## src/rtl/mips_mc_pkg.sv

```systemverilog
// Shared encodings for the multi-cycle MIPS controller: states, opcodes and
// datapath select codes.
package mips_mc_pkg;

  typedef enum logic [3:0] {
    S_FETCH     = 4'd0,
    S_DECODE    = 4'd1,
    S_MEM_ADDR  = 4'd2,
    S_MEM_READ  = 4'd3,
    S_MEM_WB    = 4'd4,
    S_MEM_WRITE = 4'd5,
    S_EXECUTE   = 4'd6,
    S_R_WB      = 4'd7,
    S_BRANCH    = 4'd8,
    S_JUMP      = 4'd9,
    S_IMM_EXEC  = 4'd10,
    S_IMM_WB    = 4'd11
  } state_t;

  localparam logic [5:0] OP_R    = 6'h00;
  localparam logic [5:0] OP_LW   = 6'h23;
  localparam logic [5:0] OP_SW   = 6'h2B;
  localparam logic [5:0] OP_BEQ  = 6'h04;
  localparam logic [5:0] OP_J    = 6'h02;
  localparam logic [5:0] OP_ADDI = 6'h08;
  localparam logic [5:0] OP_ORI  = 6'h0D;
  localparam logic [5:0] OP_LUI  = 6'h0F;

  localparam logic [1:0] ALUB_B       = 2'b00;
  localparam logic [1:0] ALUB_FOUR    = 2'b01;
  localparam logic [1:0] ALUB_IMM     = 2'b10;
  localparam logic [1:0] ALUB_IMM_SH2 = 2'b11;

  localparam logic [1:0] ALUOP_ADD   = 2'b00;
  localparam logic [1:0] ALUOP_SUB   = 2'b01;
  localparam logic [1:0] ALUOP_FUNCT = 2'b10;

  localparam logic [1:0] PCSRC_ALU    = 2'b00;
  localparam logic [1:0] PCSRC_ALUOUT = 2'b01;
  localparam logic [1:0] PCSRC_JUMP   = 2'b10;

  function automatic logic is_legal(input logic [5:0] op);
    return (op == OP_R)   || (op == OP_LW)   || (op == OP_SW)  || (op == OP_BEQ) ||
           (op == OP_J)   || (op == OP_ADDI) || (op == OP_ORI) || (op == OP_LUI);
  endfunction

endpackage

```

## src/rtl/mc_output_decode.sv

```systemverilog
// Combinational control-output decode for the multi-cycle controller.
// All outputs are forced low while reset is held so no strobe escapes.
module mc_output_decode
  import mips_mc_pkg::*;
(
  input  state_t      i_state,
  input  logic [5:0]  i_opcode,
  input  logic        i_mem_ready,
  input  logic        i_rstn,
  output logic        o_pc_write,
  output logic        o_pc_write_cond,
  output logic        o_i_or_d,
  output logic        o_mem_read,
  output logic        o_mem_write,
  output logic        o_ir_write,
  output logic        o_reg_dst,
  output logic        o_mem_to_reg,
  output logic        o_reg_write,
  output logic        o_alu_src_a,
  output logic [1:0]  o_alu_src_b,
  output logic [1:0]  o_alu_op,
  output logic [1:0]  o_pc_source,
  output logic        o_lui_op,
  output logic        o_ori_op,
  output logic        o_instr_done,
  output logic        o_illegal_instr
);

  logic w_is_lui;
  logic w_is_ori;

  assign w_is_lui = (i_opcode == OP_LUI);
  assign w_is_ori = (i_opcode == OP_ORI);

  always_comb begin
    o_pc_write      = 1'b0;
    o_pc_write_cond = 1'b0;
    o_i_or_d        = 1'b0;
    o_mem_read      = 1'b0;
    o_mem_write     = 1'b0;
    o_ir_write      = 1'b0;
    o_reg_dst       = 1'b0;
    o_mem_to_reg    = 1'b0;
    o_reg_write     = 1'b0;
    o_alu_src_a     = 1'b0;
    o_alu_src_b     = ALUB_B;
    o_alu_op        = ALUOP_ADD;
    o_pc_source     = PCSRC_ALU;
    o_lui_op        = 1'b0;
    o_ori_op        = 1'b0;
    o_instr_done    = 1'b0;
    o_illegal_instr = 1'b0;
    if (i_rstn) begin
      case (i_state)
        S_FETCH: begin
          // IR and PC+4 commit only in the cycle memory actually delivers
          o_mem_read  = 1'b1;
          o_alu_src_b = ALUB_FOUR;
          o_ir_write  = i_mem_ready;
          o_pc_write  = i_mem_ready;
        end
        S_DECODE: begin
          o_alu_src_b = ALUB_IMM_SH2;
          if (!is_legal(i_opcode)) begin
            o_illegal_instr = 1'b1;
            o_instr_done    = 1'b1;
          end
        end
        S_MEM_ADDR: begin
          o_alu_src_a = 1'b1;
          o_alu_src_b = ALUB_IMM;
        end
        S_MEM_READ: begin
          o_mem_read = 1'b1;
          o_i_or_d   = 1'b1;
        end
        S_MEM_WB: begin
          o_reg_write  = 1'b1;
          o_mem_to_reg = 1'b1;
          o_instr_done = 1'b1;
        end
        S_MEM_WRITE: begin
          o_mem_write  = 1'b1;
          o_i_or_d     = 1'b1;
          o_instr_done = i_mem_ready;
        end
        S_EXECUTE: begin
          o_alu_src_a = 1'b1;
          o_alu_op    = ALUOP_FUNCT;
        end
        S_R_WB: begin
          o_reg_write  = 1'b1;
          o_reg_dst    = 1'b1;
          o_instr_done = 1'b1;
        end
        S_BRANCH: begin
          o_alu_src_a     = 1'b1;
          o_alu_op        = ALUOP_SUB;
          o_pc_write_cond = 1'b1;
          o_pc_source     = PCSRC_ALUOUT;
          o_instr_done    = 1'b1;
        end
        S_JUMP: begin
          o_pc_write   = 1'b1;
          o_pc_source  = PCSRC_JUMP;
          o_instr_done = 1'b1;
        end
        S_IMM_EXEC: begin
          o_alu_src_a = 1'b1;
          o_alu_src_b = ALUB_IMM;
          o_lui_op    = w_is_lui;
          o_ori_op    = w_is_ori;
        end
        S_IMM_WB: begin
          o_reg_write  = 1'b1;
          o_lui_op     = w_is_lui;
          o_ori_op     = w_is_ori;
          o_instr_done = 1'b1;
        end
        default: ;
      endcase
    end
  end

endmodule

```

## src/rtl/multi_cycle_control.sv

```systemverilog
// Multi-cycle MIPS main controller: state register and next-state logic;
// per-cycle control outputs come from mc_output_decode.
module multi_cycle_control
  import mips_mc_pkg::*;
(
  input  logic        clk,
  input  logic        rstn,
  input  logic [5:0]  opcode,
  input  logic        mem_ready,
  output logic        pc_write,
  output logic        pc_write_cond,
  output logic        i_or_d,
  output logic        mem_read,
  output logic        mem_write,
  output logic        ir_write,
  output logic        reg_dst,
  output logic        mem_to_reg,
  output logic        reg_write,
  output logic        alu_src_a,
  output logic [1:0]  alu_src_b,
  output logic [1:0]  alu_op,
  output logic [1:0]  pc_source,
  output logic        lui_op,
  output logic        ori_op,
  output logic        instr_done,
  output logic        illegal_instr,
  output logic [3:0]  state
);

  state_t r_state;
  state_t w_state_next;

  always_ff @(posedge clk or negedge rstn) begin
    if (!rstn) r_state <= S_FETCH;
    else       r_state <= w_state_next;
  end

  always_comb begin
    w_state_next = r_state;
    case (r_state)
      S_FETCH:     if (mem_ready) w_state_next = S_DECODE;
      S_DECODE: begin
        case (opcode)
          OP_LW, OP_SW:           w_state_next = S_MEM_ADDR;
          OP_R:                   w_state_next = S_EXECUTE;
          OP_BEQ:                 w_state_next = S_BRANCH;
          OP_J:                   w_state_next = S_JUMP;
          OP_ADDI, OP_ORI, OP_LUI: w_state_next = S_IMM_EXEC;
          default:                w_state_next = S_FETCH;
        endcase
      end
      S_MEM_ADDR:  w_state_next = (opcode == OP_SW) ? S_MEM_WRITE : S_MEM_READ;
      S_MEM_READ:  if (mem_ready) w_state_next = S_MEM_WB;
      S_MEM_WRITE: if (mem_ready) w_state_next = S_FETCH;
      S_EXECUTE:   w_state_next = S_R_WB;
      S_IMM_EXEC:  w_state_next = S_IMM_WB;
      default:     w_state_next = S_FETCH;
    endcase
  end

  assign state = r_state;

  mc_output_decode u_output_decode (
    .i_state         (r_state),
    .i_opcode        (opcode),
    .i_mem_ready     (mem_ready),
    .i_rstn          (rstn),
    .o_pc_write      (pc_write),
    .o_pc_write_cond (pc_write_cond),
    .o_i_or_d        (i_or_d),
    .o_mem_read      (mem_read),
    .o_mem_write     (mem_write),
    .o_ir_write      (ir_write),
    .o_reg_dst       (reg_dst),
    .o_mem_to_reg    (mem_to_reg),
    .o_reg_write     (reg_write),
    .o_alu_src_a     (alu_src_a),
    .o_alu_src_b     (alu_src_b),
    .o_alu_op        (alu_op),
    .o_pc_source     (pc_source),
    .o_lui_op        (lui_op),
    .o_ori_op        (ori_op),
    .o_instr_done    (instr_done),
    .o_illegal_instr (illegal_instr)
  );

endmodule

```

## config.mk

```make
export PLATFORM = sky130hd
export DESIGN_NAME = multi_cycle_control
export DESIGN_NICKNAME = d
export VERILOG_FILES = /design/src/rtl/mips_mc_pkg.sv /design/src/rtl/mc_output_decode.sv /design/src/rtl/multi_cycle_control.sv
export SDC_FILE = /design/constraint.sdc
export NUM_CORES = 1
export LEC_CHECK = 0
export ABC_AREA = 1
export ABC_CLOCK_PERIOD_IN_PS = 1200
export CAP_MARGIN = 20
export CORE_MARGIN = 3
export CORE_UTILIZATION = 39
export CTS_BUF_LIST = sky130_fd_sc_hd__clkbuf_4 sky130_fd_sc_hd__clkbuf_8
export CTS_CLUSTER_SIZE = 30
export DETAILED_ROUTE_END_ITERATION = 8
export PLACE_DENSITY = 0.75
export SLEW_MARGIN = 20
export SYNTH_ARGS = -nofsm -noshare
export SYNTH_HDL_FRONTEND = slang
export SYNTH_HIERARCHICAL = 1
export SYNTH_SLANG_ARGS = --single-unit
export TNS_END_PERCENT = 100
```

## constraint.sdc

```tcl
create_clock -name clk -period 1.2 [get_ports clk]
set_input_delay 0.18 -clock clk [delete_from_list [all_inputs] [get_ports clk]]
set_output_delay 0.18 -clock clk [all_outputs]
set_load 0.01 [all_outputs]
```

After elaboration in Yosys (flattened, before gate mapping)
Cells that the tools add are included.
{ "word_totals": {"register_bits": 4, "word_cells": 82} }
{ "classes": {"mux": 41, "n_eq_ne": 21, "reduce_logical": 19} }
{ "op_table": {"columns": ["op", "count"], "rows": [
  ["$pmux W4 S7", 1],
  ["$mux W1", 27],
  ["$pmux W4 S5", 1],
  ["$eq A6 B4 Y1 const B", 3],
  ["$eq A4 B3 Y1 const B", 4],
  ["$eq A4 B4 Y1 const B", 4],
  ["$eq A6 B6 Y1 const B", 2],
  ["$mux W4", 3],
  ["$reduce_or A2 Y1", 5],
  ["$eq A4 B2 Y1 const B", 2],
  ["$pmux W2 S2", 2],
  ["$logic_or A1 B1 Y1", 7],
  ["$eq A6 B2 Y1 const B", 1],
  ["$eq A6 B3 Y1 const B", 1],
  ["$logic_not A6 Y1", 1],
  ["$mux W2", 3],
  ["$ne A2 B2 Y1 const B", 3],
  ["$pmux W2 S3", 1],
  ["$reduce_or A3 Y1", 2],
  ["$reduce_or A5 Y1", 1],
  ["$eq A4 B1 Y1 const B", 1],
  ["$logic_not A4 Y1", 1],
  ["$reduce_or A4 Y1", 1],
  ["$mux W3", 1],
  ["other kinds (3)", 3]
]} }

Longest topological paths before layout
{ "logic_depth": {"word_depth": 11, "mapped_depth": 8, "depth_no_buf": 8} }

By module
Netlist, hierarchy kept.
{ "modules_own_cells": {"columns": ["mod", "area_each_um2", "cells_each", "instances"], "rows": [
  ["multi_cycle_control", 440.4, 82, 1],
  ["mc_output_decode", 319.1, 70, 1]
]} }

Least setup slack after synthesis
OpenSTA, ideal clock, no wires.
{ "synth_path": {"path_kind": "reg-to-output", "start": "reg r_state[1] (netlist: state[1])", "end": "out alu_op[0]", "t_arrival_ns": 1.256, "slack_ns": -0.236, "stages_incl_launch_ff": 5, "cell_sequence": "dfrtp_1 > nor2_1 > nand2_1 > nor2_1 > buf_4"} }
{ "synth_via": {"elab_chain_cells": 3, "elab_cells_between_ends": 4} }
{ "synth_lines": {"columns": ["item", "line_no", "rtl"], "rows": [
  ["start: declaration", "multi_cycle_control.sv:30", "state_t r_state;"],
  ["start signal: assignment", "multi_cycle_control.sv:35", "else r_state <= w_state_next;"],
  ["$eq A4 B4 Y1 or $eq A4 B3 Y1 (tied branches)", "mc_output_decode.sv:54", "case (i_state)"],
  ["$pmux W2 S2 *", "mc_output_decode.sv:54", null],
  ["$mux W2 *", "mc_output_decode.sv:53", "if (i_rstn) begin"],
  ["end: declaration", "multi_cycle_control.sv:21", "output logic [1:0] alu_op,"]
]} }
Every way passes the cells marked *; elsewhere a longest branch is shown, timed or not.

Worst setup path after layout
{ "layout_path": {"start": "reg r_state[2] (netlist: state[2])", "end": "out instr_done"} }
{ "layout_via": {"elab_chain_cells": 4, "elab_cells_between_ends": 10} }
{ "layout_lines": {"columns": ["item", "line_no", "rtl"], "rows": [
  ["$eq A4 B3 Y1 or $eq A4 B4 Y1 (tied branches)", "mc_output_decode.sv:54", null],
  ["$reduce_or A5 Y1 (no line)", null, null],
  ["$pmux W1 S3 *", "mc_output_decode.sv:54", null],
  ["$mux W1 *", "mc_output_decode.sv:53", null],
  ["end: declaration", "multi_cycle_control.sv:25", "output logic instr_done,"]
]} }
Marks and branches as above.

==> results.toml <==
[layout]
antenna_cells = 0
drive_above_1_share = 0.6227
area_growth_pct = 117.8
final_cell_area_mm2 = 0.001654
largest_reg_flops = 4
fin_nets = 231

[route]
firstDrtPassIters = 4
drt-initial-drc-count = 60
drc = 0
routed_via_density = 5.755
vias = 1410
drtAntennaViolNets = 0
wirelength_um = 4621
wl_per_cell_um = 18.86

[power_and_ir_drop]
seq_power_share = 0.102
power_density_mw_per_mm2 = 1887
p_sw_w = 0.001649
cell_internal_pwr_w = 0.001472
p_leak_nw = 0.8783
share_comb_of_total_power = 0.836
ir_drop_v = 0.001396
clockPowerShare = 0.063
switching_share = 0.5284

[clock_network]
cts_sinks = 4
cts_max_level = 1
clk_latency_ns = 0.26
cts_root_buffer = "clkbuf_4"
cts_buffers = 3
cts_tree = "yes"
postCtsHoldBufs = 0
clk_path_buf_depth = 2
path_clk_slew_ns = 0.05

[synthesis]
ys_ff_latch = 4
yosysUniqueCellTypes = 18
synthesis.instances = 152
ys_seq_area_frac = 0.1318
yosysWarnings = 6
mappedNetlistNets = 161
netlist_area_um2 = 759.5
syn_area_per_cell_um2 = 4.997
netlist_top_cells_area = "nand2_1 (24%), nor2_1 (16%), dfrtp_1 (13%), inv_1 (9.9%), nand3_1 (7.9%)"
synth.largest_area_cell = "nand2_1"
synth_top_area_share = 0.2422

[setup_path]
crit_path_end_kind = "output pin"
cp.arrival_ns = 1.48
crit_path_start_kind = "register"
criticalPathCategory = "reg2out"
critPathRequiredTime_ns = 1.02
cp_max_fo = 4

[sta]
worst_pin_slew_ns = 0.3190
fin_skew_ns = 0.01086
rsz0062_at_grt = "yes"
period_needed_ns = 1.664
fmax_mhz = 600.9
relSlewSlack = 0.7851
setup_viol = 27
slew_viol_final = 0
layout_setup_ws_ns = -0.4642
fin_crit_sh = 1.387
hold_viol = 0

[outcome]
status = "finished, violations left"
violations = "negative setup slack"

[placed_design]
gp_congestion = 0.8108
place_area_mm2 = 0.001323
portBuffers = 32
dp_hpwl_um = 2083
post-place-ws_ns = -0.7960

[die]
die_area_mm2 = 0.002513
die_y_um = 50.13
initial_core_util = 0.4260
die_w_um = 50.13
rows = 15
ioPinCount = 33
core_mm2 = 0.001783

[grt]
overflow = 0
grt_max_degree = 16
first_global_vias = 1133
grt_pass1_wl_um = 4774
antenna_found_initial = 0
track_usage = 0.2425

[flow_run]
maxCapViolCount = 0

[min_path]
min_path_type = "in2async"
[power groups by stage]
stage / clock [W] / sequential, W / combinational (W)
finish: 0.000195 / 0.000317 / 0.00261
global route: 0.000206 / 0.000323 / 0.00271
CTS: 0.000174 / 0.000298 / 0.00188
detailed placement: 0 / 0.000270 / 0.00162
global placement: 0 / 0.000269 / 0.00159
floorplan: 0 / 0.000335 / 0.000782
[area by class of cell]
type                            instances  area (µm²)
Tap cell                               25       31.28
Fill cell                              64       128.9
Clock buffer                            3       22.52
Sequential cell                         4       105.1
Timing Repair Buffer                   68       601.8
Multi-Input combinational cell        120       772.0
Inverter                               25       121.4
[final timing paths]
path / start / endpoint / slack, ns / depth (start not counted)
setup / recovery: state[2] / instr_done / -0.46 / 8
hold / removal: rstn / state[2] / 0.37 / 3
setup reg to reg: state[1] / state[0] / -0.32 / 10
hold reg to reg: state[3] / state[2] / 0.90 / 4
max in group asynchronous: rstn / state[1] / 0.71 / 3
min in group clk: opcode[4] / state[3] / 0.54 / 7
[synthesized netlist by cell type, drive strengths merged]
cell type,n
nand2,51
nor2,39
inv,25
nand3,14
a21oi,8
dfrtp,4
nand4,4
buf,3
o21ai,2
a31oi,1
nor3,1
[worst max-delay path, cell delays in order (launching register included)]
cell     delay (ns)
dfrtp_2        0.46
inv_2          0.10
nand2_4        0.06
inv_4          0.08
nand2_1        0.09
nand3_2        0.10
nor2_2         0.05
a21oi_2        0.14
buf_2          0.15
[kinds of logic (layout without fill, tap and decap cells)]
family | Yosys count | count (layout) | synth area share
simple gates | 109 | 109 | 0.6392
buf+inv | 28 | 96 | 0.1499
compound gates | 11 | 11 | 0.07908
flops | 4 | 4 | 0.1318
[layer usage]
metal | routed length (µm) | global-route usage | up-vias
li1 | - | - | 605
met1 | 1550 | 0.2536 | 641
met2 | 2331 | 0.4957 | 111
met3 | 364 | 0.02374 | 53
met4 | 374 | 0.06452 | 0
met5 | 0 | 0 | -
[what timing repair did]
action	4_1_cts	5_1_grt
endpoints found under the setup margin	28	27
gates resized for setup	141	62
pin swaps	12	22
setup buffers	5	11
[cell usage in the layout, fill, tap and decap left out]
master           instances
a21oi_1                  3
a21oi_2                  5
a31oi_4                  1
buf_12                   2
buf_2                   16
buf_4                   20
buf_6                   21
clkbuf_4                 3
clkdlybuf4s15_2          1
clkdlybuf4s50_1          2
clkinv_8                 1
dfrtp_2                  4
dlygate4sd2_1            3
dlymetal6s2s_1           3
inv_1                   11
inv_2                    7
inv_4                    6
nand2_1                 31
nand2_2                 13
nand2_4                  7
nand3_1                  6
nand3_2                  7
nand3_4                  1
nand4_1                  4
nor2_1                  18
nor2_2                  10
nor2_4                  11
nor3_1                   1
o21ai_0                  1
o21ai_2                  1
[through the flow]
step,total power (W),instances,hold slack [ns],util,TNS [ns]
floorplan,0.001117,152,-0.1156,-,-0.1171
global placement,0.001860,232,0.6118,0.7418,-12.41
detailed placement,0.001895,232,0.6135,0.7418,-12.99
CTS,0.002349,240,0.3608,0.7888,-5.774
global route,0.003241,245,0.3718,0.9277,-9.686
finish,0.003121,245,0.3696,0.9277,-8.412
Power figures use the tool's default switching activity.
